==> src/rtl/imem_boot_loader.sv <==
// Boot loader: holds the CPU in reset, streams bytes into instruction memory,
// then releases the CPU after a fixed hold window.
module imem_boot_loader #(
    parameter int ADDR_W      = 8,
    parameter int DATA_W      = 8,
    parameter int HOLD_CYCLES = 4
) (
    input  logic              clk,
    input  logic              reset,
    input  logic              start,
    input  logic [ADDR_W:0]   load_len,
    input  logic              in_valid,
    input  logic [DATA_W-1:0] in_data,
    output logic              in_ready,
    output logic              imem_we,
    output logic [ADDR_W-1:0] imem_addr,
    output logic [DATA_W-1:0] imem_wdata,
    output logic              cpu_reset,
    output logic              busy,
    output logic              done,
    output logic              error,
    output logic [ADDR_W:0]   loaded_count
);

    typedef enum logic [1:0] {IDLE, LOAD, HOLD, RUN} state_t;

    localparam int HCW = (HOLD_CYCLES < 2) ? 1 : $clog2(HOLD_CYCLES + 1);
    localparam logic [ADDR_W:0] MAX_LEN   = (ADDR_W + 1)'(1) << ADDR_W;
    localparam logic [ADDR_W:0] CNT_ONE   = (ADDR_W + 1)'(1);
    localparam logic [HCW-1:0]  HOLD_LAST = HCW'(HOLD_CYCLES);
    localparam logic [HCW-1:0]  HOLD_ONE  = HCW'(1);

    state_t              r_state;
    logic [ADDR_W:0]     r_len;
    logic [ADDR_W:0]     r_cnt;
    logic [HCW-1:0]      r_hold;
    logic                r_we;
    logic [ADDR_W-1:0]   r_addr;
    logic [DATA_W-1:0]   r_wdata;
    logic                r_cpu_rst;
    logic                r_busy;
    logic                r_done;
    logic                r_err;

    logic                w_legal;
    logic [ADDR_W:0]     w_cnt_nxt;

    assign w_legal   = (load_len != '0) && (load_len <= MAX_LEN);
    assign w_cnt_nxt = r_cnt + CNT_ONE;

    always_ff @(posedge clk) begin
        if (!reset) begin
            r_state   <= IDLE;
            r_len     <= '0;
            r_cnt     <= '0;
            r_hold    <= '0;
            r_we      <= 1'b0;
            r_addr    <= '0;
            r_wdata   <= '0;
            r_cpu_rst <= 1'b1;
            r_busy    <= 1'b0;
            r_done    <= 1'b0;
            r_err     <= 1'b0;
        end else begin
            r_we <= 1'b0;
            unique case (r_state)
                IDLE, RUN: begin
                    if (start) begin
                        if (w_legal) begin
                            r_state   <= LOAD;
                            r_len     <= load_len;
                            r_cnt     <= '0;
                            r_err     <= 1'b0;
                            r_cpu_rst <= 1'b1;
                            r_busy    <= 1'b1;
                            r_done    <= 1'b0;
                        end else begin
                            r_err <= 1'b1;
                        end
                    end
                end
                LOAD: begin
                    if (in_valid) begin
                        r_we    <= 1'b1;
                        r_addr  <= r_cnt[ADDR_W-1:0];
                        r_wdata <= in_data;
                        r_cnt   <= w_cnt_nxt;
                        if (w_cnt_nxt == r_len) begin
                            r_state <= HOLD;
                            r_hold  <= '0;
                        end
                    end
                end
                HOLD: begin
                    // first HOLD cycle presents the last write, then HOLD_CYCLES more
                    if (r_hold == HOLD_LAST) begin
                        r_state   <= RUN;
                        r_cpu_rst <= 1'b0;
                        r_busy    <= 1'b0;
                        r_done    <= 1'b1;
                    end else begin
                        r_hold <= r_hold + HOLD_ONE;
                    end
                end
                default: r_state <= IDLE;
            endcase
        end
    end

    assign in_ready     = (r_state == LOAD);
    assign imem_we      = r_we;
    assign imem_addr    = r_addr;
    assign imem_wdata   = r_wdata;
    assign cpu_reset    = r_cpu_rst;
    assign busy         = r_busy;
    assign done         = r_done;
    assign error        = r_err;
    assign loaded_count = r_cnt;

endmodule

==> config.mk <==
export PLATFORM = sky130hd
export DESIGN_NAME = imem_boot_loader
export DESIGN_NICKNAME = d
export VERILOG_FILES = /design/src/rtl/imem_boot_loader.sv
export SDC_FILE = /design/constraint.sdc
export NUM_CORES = 1
export LEC_CHECK = 0
export BUFFER_PORTS_ARGS = -buffer_cell sky130_fd_sc_hd__buf_2
export CORE_UTILIZATION = 40
export CTS_CLUSTER_DIAMETER = 80
export DETAILED_ROUTE_END_ITERATION = 7
export SLEW_MARGIN = 5
export SYNTH_ARGS = -nofsm -noshare
export SYNTH_HDL_FRONTEND = slang
export SYNTH_SLANG_ARGS = --single-unit
==> constraint.sdc <==
create_clock -name clk -period 2.15 [get_ports clk]
set_clock_uncertainty 0.1 [all_clocks]
set_input_delay 0.43 -clock clk [delete_from_list [all_inputs] [get_ports clk]]
set_output_delay 0.43 -clock clk [all_outputs]
set_load 0.01 [all_outputs]
==> impl_metrics.py <==
metrics = {
    "global_routing": {
        "first_global_vias": 1931,
        "grt_max_degree": 43,
        "antenna_found_initial": 0,
        "grtUsageMet2_pct": 30.26,
        "gr-usage-met3_pct": 3.657,
        "gr-total-overflow": 0,
        "track_usage_pct": 18.11,
        "grt_busiest_layer": "met2",
        "grt_pass1_wl_um": 8956,
        "grtUsageMet1_pct": 22.67,
    },
    "yosys": {
        "synth_edf_count": 0,
        "ys_warn_count": 0,
        "ys_types": 54,
        "syn_area_sq_mm": 0.002399,
        "ys_top_cells_by_area": "dfxtp_1, nand2_1, a21boi_0",
        "synthArstFlopShare_pct": 0,
        "syn_area_per_cell_sq_um": 9.085,
        "synth-main-ff-cell": "dfxtp_1",
        "synthCells": 264,
        "yosysTopAreaCell": "dfxtp_1",
        "synth-seq-cells": 44,
        "syn_nets": 291,
        "ys_seq_area_share_pct": 36.72,
        "synth_top_area_share_pct": 36.72,
    },
    "power_and_ir_drop": {
        "internal-power_mw": 1.708,
        "clockPowerShare_pct": 24.9,
        "power_density_mw_per_mm2": 843.4,
        "p_leak_nw": 1.255,
        "p_sw_mw": 0.8561,
        "swShare_pct": 33.39,
        "p_seq_share_pct": 37.6,
        "power.total_mw": 2.564,
        "ir_worst_vdd_uv": 536.4,
        "pwr-share-comb_pct": 37.5,
    },
    "die": {
        "dieArea_sq_mm": 0.006310,
        "start_util_pct": 42.51,
        "core-area_sq_mm": 0.005642,
        "die_h_um": 79.44,
        "ios": 52,
        "num_rows": 27,
        "die-width_um": 79.44,
    },
    "setup_path": {
        "worstPathRequired_ps": 2280,
        "max_stage_delay_ps": 400,
        "crit_fanout": 6,
        "path_cells": "buf_4 -> and4_4 -> and3_4 -> a2111oi_4 -> nand4_4 -> a2111oi_4 -> mux2i_1",
        "crit_arrival_ps": 2290,
        "endpoint_kind": "flop",
        "path_common_cell": "a2111oi_4",
        "startpoint_type": "flop",
        "worst-path-buf-inv": 1,
        "crit_slowest_cell": "a2111oi_4",
        "crit_cells": 7,
        "crit_family": "compound AO/OA/AOI/OAI gates",
        "critical_path_class": "flop to flop",
        "r2r_cells": 7,
    },
    "clock_network": {
        "clk_path_buf_depth": 2,
        "cts_root_buf": "clkbuf_8",
        "cts_made_buffers": 5,
        "path_clk_slew_ps": 90,
        "h-tree-depth": 2,
        "cts_num_sinks": 44,
        "clock_latency_ps": 300,
        "cts_tree": "done",
    },
    "hold_path": {
        "hold_depth": 3,
        "hold_class": "input pin to flop",
    },
    "route": {
        "vias": 2079,
        "drtPass1Iterations": 4,
        "drcViolationCount": 0,
        "vias_per_cell": 5.071,
        "wl_per_cell_um": 13.23,
        "drt-initial-drc-count": 88,
        "drt-total-wl_um": 5426,
        "antenna_left": 0,
    },
    "placement": {
        "numPortBuffers": 51,
        "place.gp.congestion": 0.8276,
        "hpwl_um": 3971,
    },
    "finish": {
        "nFillCells": 538,
        "area_growth_pct": 26.76,
        "diodes": 0,
        "multiInputGateArea_sq_mm": 0.001399,
        "mostFrequentLayoutCell": "buf_2",
        "drive_above_1_share_pct": 36.09,
        "fin_nets": 364,
        "final_cell_mix": "buf_2, nand2_1, dfxtp_1, buf_4, a21boi_0",
        "seq_area_sq_um": 887.1,
    },
    "timing": {
        "hold_violations": 0,
        "worst_slack_ps": -13.62,
        "worst_pin_slew_ps": 565.8,
        "maxSlewViolCount": 0,
        "setup_violations": 2,
        "rsz0062_at_grt": "true",
        "slew_headroom_pct": 62.19,
        "fin_setup_tns_ps": -16.53,
        "finalCritPeriodShare_pct": 100.6,
        "max_freq_mhz": 462.2,
        "min_period_ps": 2164,
    },
    "flow_run": {
        "drv_cap": 0,
    },
    "run_status": {
        "status": "finished, violations left",
        "violations": "setup timing",
    },
}
## cells in the mapped netlist, drive strengths merged (4+ instances only)
cell type   n
and3        4
ha          6
and2        5
o21ai      13
xor2        6
nand2      47
or3         4
mux2i      13
nand3      10
a21boi     18
clkbuf      9
nor2b      11
buf         4
dfxtp      44
a21oi       5
inv        13
## path summary, 6_finish.rpt
check | slack, ps | start | endpoint
hold reg to reg | 360 | imem_wdata[0]$_SDFFE_PN0P_ | imem_wdata[0]$_SDFFE_PN0P_
hold / removal | 260 | in_data[6] | imem_wdata[6]$_SDFFE_PN0P_
setup reg to reg | -10 | loaded_count[0]$_SDFFE_PN0P_ | r_state[1]$_SDFFE_PN0P_
setup / recovery | -10 | loaded_count[0]$_SDFFE_PN0P_ | r_state[1]$_SDFFE_PN0P_
## cells by family (layout without fill, tap and decap cells)
kind of cell    Yosys count  count (layout)  share of synthesized area [%]
xor+xnor                  9               9                          3.287
buf+inv                  28             102                          8.555
mux                      14              14                          5.894
flops                    44              44                          36.72
compound gates           60              60                          19.51
simple gates            103             103                          22.90
fa+ha+maj                 6               6                          3.130
## metal layers
metal	part of all wire (%)	wire [um]	vias to the layer above
li1	-	-	1066
met1	48	2598	972
met2	47	2554	33
met3	3.6	195	8
met4	1.4	77	0
met5	0	0	-
## power by group through the flow
stage | registers [mW] | logic [mW] | clock network, mW
after floorplan | 1.00 | 0.633 | 0
after global placement | 0.983 | 0.915 | 0
after detailed placement | 0.983 | 0.926 | 0
after CTS | 0.965 | 0.944 | 0.656
after global routing | 0.976 | 1.07 | 0.691
final | 0.964 | 0.962 | 0.638
## tightest hold or removal path: stages
cell and delay (ps):
buf_2 90, nand2_1 40, a21boi_0 60
## cell type report
| cell class | count | area share (%) |
|---|---|---|
| multi-input combinational | 192 | 46.01 |
| sequential | 44 | 29.18 |
| timing repair buffer | 81 | 16.63 |
| tap | 72 | 2.963 |
| clock buffer | 5 | 2.263 |
| inverter | 13 | 1.605 |
| clock inverter | 3 | 1.358 |
## state kept, by name (all words and copies together) (netlist names)
name          cells
imem_addr         8
loaded_count      9
busy              1
r_state           2
done              1
imem_we           1
cpu_reset         1
imem_wdata        8
error             1
r_len             9
r_hold            3
## repair_timing
| action | CTS | global route |
|---|---|---|
| pin swaps | 2 | 7 |
| endpoints found under the setup margin | 15 | 13 |
| hold buffers | 0 | 0 |
| resized for setup | 6 | 15 |
| setup buffers | 2 | 0 |
## stage by stage
step                std cells  util [%]  hold slack [ps]  instance area [sq um]  setup slack (ps)
finish                    410     53.89            264.1                   3040            -13.62
floorplan                 264         -            351.5                   2420            -79.48
CTS                       410     52.74            258.3                   2975            -35.53
detailed placement        400     50.12            353.6                   2828            -398.6
global placement          400     50.12            346.9                   2828            -344.0
global route              410     53.89            272.9                   3040            -153.6
(Power assumes the default switching activity.)
